## config.mk

```make
export PLATFORM = sky130hd
export DESIGN_NAME = wb_timer
export DESIGN_NICKNAME = d
export VERILOG_FILES = /design/src/rtl/wb_timer.sv
export SDC_FILE = /design/constraint.sdc
export NUM_CORES = 1
export LEC_CHECK = 0
export CORE_ASPECT_RATIO = 1.25
export CORE_MARGIN = 2
export CORE_UTILIZATION = 30
export DETAILED_ROUTE_END_ITERATION = 8
export GPL_TIMING_DRIVEN = 0
export PLACE_DENSITY = 0.6
export SLEW_MARGIN = 25
export SYNTH_ARGS = -nofsm -noshare
export SYNTH_HDL_FRONTEND = slang
export SYNTH_SLANG_ARGS = --single-unit
```

## constraint.sdc

```tcl
create_clock -name clk -period 7.9 [get_ports clk]
set_input_delay 1.58 -clock clk [delete_from_list [all_inputs] [get_ports clk]]
set_output_delay 1.58 -clock clk [all_outputs]
set_load 0.03 [all_outputs]
```

## src/rtl/wb_timer.sv

```systemverilog
// Wishbone classic timer: prescaled 32-bit counter with compare match, auto-reload and level irq.
// Every access is acked (or errored) the cycle after acceptance; no wait states, one access in flight.
module wb_timer #(
  parameter int          ADDR_WIDTH     = 32,
  parameter logic [15:0] PRESCALE_RESET = 16'h0000
) (
  input  logic                  clk,
  input  logic                  rst_n,
  input  logic [ADDR_WIDTH-1:0] wb_adr_i,
  input  logic [31:0]           wb_dat_i,
  input  logic [3:0]            wb_sel_i,
  input  logic                  wb_we_i,
  input  logic                  wb_cyc_i,
  input  logic                  wb_stb_i,
  input  logic [2:0]            wb_cti_i,
  input  logic [1:0]            wb_bte_i,
  output logic [31:0]           wb_dat_o,
  output logic                  wb_ack_o,
  output logic                  wb_err_o,
  output logic                  wb_rty_o,
  output logic                  irq_o
);

  logic [2:0]  ctrl;
  logic [15:0] prescale;
  logic [15:0] pcnt;
  logic [31:0] count;
  logic [31:0] compare;
  logic [1:0]  status;

  logic [2:0]  off;
  logic        req;
  logic        mapped;
  logic        wr;
  logic        tick;
  logic        tick_eff;
  logic        cnt_match;
  logic        cnt_wrap;
  logic [31:0] rdata;
  logic [31:0] wdata;
  logic [1:0]  flag_set;
  logic [1:0]  w1c;
  logic        unused_ok;

  assign off       = wb_adr_i[4:2];
  assign req       = wb_cyc_i & wb_stb_i & ~wb_ack_o & ~wb_err_o;
  assign mapped    = (off <= 3'd4);
  assign wr        = req & wb_we_i & mapped;
  assign tick      = ctrl[0] & (pcnt == prescale);
  assign cnt_match = (count == compare);
  assign cnt_wrap  = (count == 32'hFFFF_FFFF);
  // A bus write to COUNT swallows a coincident tick, including its flag side effects.
  assign tick_eff  = tick & ~(wr & (off == 3'd2));

  assign flag_set[0] = tick_eff & cnt_match;
  assign flag_set[1] = tick_eff & cnt_wrap & ~(cnt_match & ctrl[2]);
  assign w1c         = (wr && off == 3'd4 && wb_sel_i[0]) ? wb_dat_i[1:0] : 2'b00;

  assign irq_o     = ctrl[1] & (|status);
  assign wb_rty_o  = 1'b0;
  assign unused_ok = ^{wb_cti_i, wb_bte_i, wb_adr_i};

  always_comb begin
    rdata = '0;
    case (off)
      3'd0:    rdata = {29'd0, ctrl};
      3'd1:    rdata = {16'd0, prescale};
      3'd2:    rdata = count;
      3'd3:    rdata = compare;
      3'd4:    rdata = {30'd0, status};
      default: rdata = '0;
    endcase
  end

  // Byte-lane merge of write data over the current register contents.
  always_comb begin
    wdata = rdata;
    for (int b = 0; b < 4; b++) begin
      if (wb_sel_i[b]) wdata[8*b +: 8] = wb_dat_i[8*b +: 8];
    end
  end

  always_ff @(posedge clk or negedge rst_n) begin
    if (!rst_n) begin
      wb_dat_o <= '0;
      wb_ack_o <= 1'b0;
      wb_err_o <= 1'b0;
      ctrl     <= '0;
      prescale <= PRESCALE_RESET;
      pcnt     <= '0;
      count    <= '0;
      compare  <= 32'hFFFF_FFFF;
      status   <= '0;
    end else begin
      wb_ack_o <= req & mapped;
      wb_err_o <= req & ~mapped;
      if (req) wb_dat_o <= rdata;

      if ((wr && off == 3'd1) || !ctrl[0] || tick) pcnt <= '0;
      else                                        pcnt <= pcnt + 16'd1;

      if (wr && off == 3'd0) ctrl     <= wdata[2:0];
      if (wr && off == 3'd1) prescale <= wdata[15:0];
      if (wr && off == 3'd3) compare  <= wdata;

      if (wr && off == 3'd2)  count <= wdata;
      else if (tick)          count <= (cnt_match && ctrl[2]) ? 32'd0 : count + 32'd1;

      status <= (status & ~w1c) | flag_set;
    end
  end

endmodule

```

==> out/metrics.json <==
{
  "outcome": "completed",
  "first_global_vias": 6787,
  "grt_usage_pct": 19.16,
  "design_power_total_uw": 2306,
  "layout-area-overhead-vs-synth_pct": 23.57,
  "drt_pre_antenna_iters": 5,
  "yosys.area.top_type_share_pct": 34.14,
  "clock_transition_at_the_register_clock_pins_on_the_worst_setup_and_hold_paths_after_cts_ns": 0.06,
  "timing.final.max_slew_violations": 0,
  "die_area_um2": 26460,
  "reg2reg_to": "count[12]",
  "hp-class": "reg -> reg",
  "synth_cells": 873,
  "fp_rows": 64,
  "yosys.cell_count.top_type": "sky130_fd_sc_hd__nand2_1",
  "finalWirelength_mm": 24.81,
  "netlist.top_cell.by_area": "sky130_fd_sc_hd__dfrtp_1",
  "first_iter_violations": 583,
  "hold-path-endpoint": "wb_dat_o[7]",
  "r2r-start": "count[11]",
  "post_cts_resized": 0,
  "post_synth_most_frequent_cells": "sky130_fd_sc_hd__nand2_1, sky130_fd_sc_hd__o21ai_0, sky130_fd_sc_hd__dfrtp_1",
  "tritoncts_num_sinks": 135,
  "grt_pass1_wl_mm": 39.41,
  "critical_path.endpoint_type": "flop",
  "clk-insertion-delay-late_ns": 0.43,
  "timing.slew.headroom_pct": 37.61,
  "via_count": 6831,
  "grt_overflow_total": 0,
  "final_area_um2": 9329,
  "edff_count_synth": 0,
  "flops_latches_synth": 135,
  "cts.hold.buffers_added": 0,
  "final_worst_path_period_share_pct": 51.28,
  "htreeDepth": 4,
  "die_y_um": 181.4,
  "final_nets": 1045,
  "grt_setup_unrepaired": "false",
  "synth_top_cells_by_area": "sky130_fd_sc_hd__dfrtp_1, sky130_fd_sc_hd__dfstp_2, sky130_fd_sc_hd__o21ai_0",
  "worst_pin_slew_ns": 0.9274,
  "antenna-diode-count": 0,
  "fillerInstances": 2549,
  "required_time_of_the_worst_setup_path_ns": 8.25,
  "synth-seq-area-share_pct": 45.28,
  "async_reset_ff_share_pct": 100.0,
  "finalHoldViolations": 0,
  "timing.fmax_ghz": 0.2468,
  "clk_root_buffer_cell": "sky130_fd_sc_hd__clkbuf_16",
  "min_from": "wb_dat_o[7]",
  "dp_cells": 1276,
  "synthFlopType": "sky130_fd_sc_hd__dfrtp_1",
  "cell_variety_after_synth": 47,
  "worst_hold_path.num_cells": 2,
  "postSynthNetCount": 953,
  "postRouteAntennaNets": 0,
  "fp.dieW_um": 145.9,
  "worst-path-max-fanout": 10,
  "r2r_setup_slack_ns": 4.63,
  "floorplan.io_pins": 114,
  "depth_of_the_most_critical_reg_to_reg_path": 9,
  "max-clock-path-buffers": 2,
  "fp.coreArea_um2": 24580,
  "grt_max_degree": 83,
  "place.detailed.hpwl_mm": 18.32,
  "wire_per_inst_um": 18.97,
  "yosys_warnings": 0,
  "tritoncts": "yes",
  "drc_errors": 0,
  "setup_violations": 0,
  "placement.io_buffers": 72,
  "vias_per_instance": 5.222,
  "routabilityCongestion": 0.8813,
  "non_filler_instance_count_after_layout": 1308,
  "initial_utilization_pct": 30.71,
  "finalClockSkew_ns": 0.008562,
  "critPathArrivalTime_ns": 4.40,
  "postPlaceCellArea_um2": 8716,
  "cts_inserted_buffers": 17,
  "power.static_leakage_uw": 0.003614,
  "ir_worst_vdd_mv": 0.1507,
  "grt_antenna_before_repair": 0,
  "crit_path_start_kind": "primary input",
  "synth_area_per_cell_um2": 8.648,
  "fin_crit_ns": 4.051,
  "synth.cell_area_um2": 7550,
  "total_of_max_cap_violations": 0,
  "setup.worst_path.class": "in -> reg",
  "drive_above_1_share_pct": 11.76,
  "number_of_setup_buffers_added_after_cts": 0,
  "power_per_cell_area_nw_per_um2": 247.2
}
==> power breakdown <==
| part | internal [µW] | switching (µW) |
|---|---|---|
| Clock | 513 | 315 |
| Sequential | 811 | 105 |
| Combinational | 222 | 341 |
| Total | 1550 | 761 |
==> kinds of logic after synthesis <==
kind of cell	count (synthesis)	synth area share (%)
XOR/XNOR	62	7.193
adder cells (fa/ha/maj)	2	0.3314
other	1	0.04967
buffers and inverters	76	3.928
AO/OA/AOI/OAI	220	16.22
flip-flops	135	45.28
multiplexers	36	5.419
AND/OR/NAND/NOR	341	21.58
==> sequential cells by signal, summed over array words and instances, names as in the netlist <==
register,count
wb_dat_o,32
count,32
compare,32
prescale,16
status,2
ctrl,3
wb_err_o,1
wb_ack_o,1
pcnt,16
==> layer usage <==
metal | track usage, % | up-vias | wire [µm] | share of wire, %
li1 | - | 3217 | - | -
met3 | 3.207 | 35 | 1174 | 4.7
met1 | 25.09 | 3361 | 10860 | 44
met4 | 5.843 | 0 | 520 | 2.1
met5 | 0 | - | 0 | 0
met2 | 32.38 | 218 | 12250 | 49
==> worst max-delay path, stage by stage <==
cell and delay [ns]:
sky130_fd_sc_hd__clkbuf_1 0.25, sky130_fd_sc_hd__clkbuf_1 0.51, sky130_fd_sc_hd__nor2b_1 0.24, sky130_fd_sc_hd__clkbuf_1 0.46
sky130_fd_sc_hd__buf_1 0.55, sky130_fd_sc_hd__nand2_1 0.27, sky130_fd_sc_hd__nor2_1 0.16, sky130_fd_sc_hd__a21oi_1 0.06
sky130_fd_sc_hd__and2_1 0.19, sky130_fd_sc_hd__a31oi_1 0.13
==> how the worst max path moves through the flow <==
stage | startpoint | end | cells past startpoint
after global routing | wb_adr_i[3] | count[21] | 10
after CTS | wb_adr_i[3] | count[21] | 10
after floorplan | wb_adr_i[3] | count[26] | 10
after global placement | rst_n | wb_dat_o[24] | 1
final | wb_adr_i[3] | count[21] | 10
after detailed placement | wb_adr_i[3] | count[21] | 10
==> placed cells by master (no fill, tap or decap), drive strengths merged, types with 4 or more instances in the layout <==
cell type	netlist	routed
a21oi	50	50
a22oi	26	26
a31oi	21	21
and2	19	19
and3	12	12
buf	4	6
clkbuf	65	86
clkdlybuf4s50	0	71
clkinvlp	0	4
dfrtp	103	103
dfstp	32	32
inv	7	8
mux2	29	29
mux2i	6	6
nand2	120	120
nand2b	4	4
nand3	28	28
nand3b	5	5
nand4	9	9
nand4b	4	4
nor2	79	79
nor2b	11	11
nor3	8	8
nor4	13	13
o21ai	111	111
or2	16	16
or3	6	6
xnor2	13	13
xor2	49	49
==> per-stage QoR <==
step           util, %  hold WS (ns)  setup slack, ns  setup TNS [ns]
6_report         37.95        0.4712            3.849               0
5_1_grt          37.95        0.5201            3.686               0
4_1_cts          37.93        0.4829            3.879               0
3_5_place_dp     35.45        0.4698            3.446               0
3_3_place_gp     35.32        0.4636          -0.3786          -37.37
2_1_floorplan        -        0.4668            4.484               0
==> final cells by class <==
type | count | area [µm²] | area share [%]
Sequential cell | 135 | 3418 | 36.64
Tap cell | 330 | 412.9 | 4.426
Multi-Input combinational cell | 662 | 3840 | 41.16
Clock inverter | 11 | 147.6 | 1.583
Clock buffer | 21 | 460.4 | 4.936
Buffer | 69 | 270.3 | 2.897
Timing Repair Buffer | 73 | 753.2 | 8.074
Inverter | 7 | 26.28 | 0.2817
(Power assumes the default switching activity.)
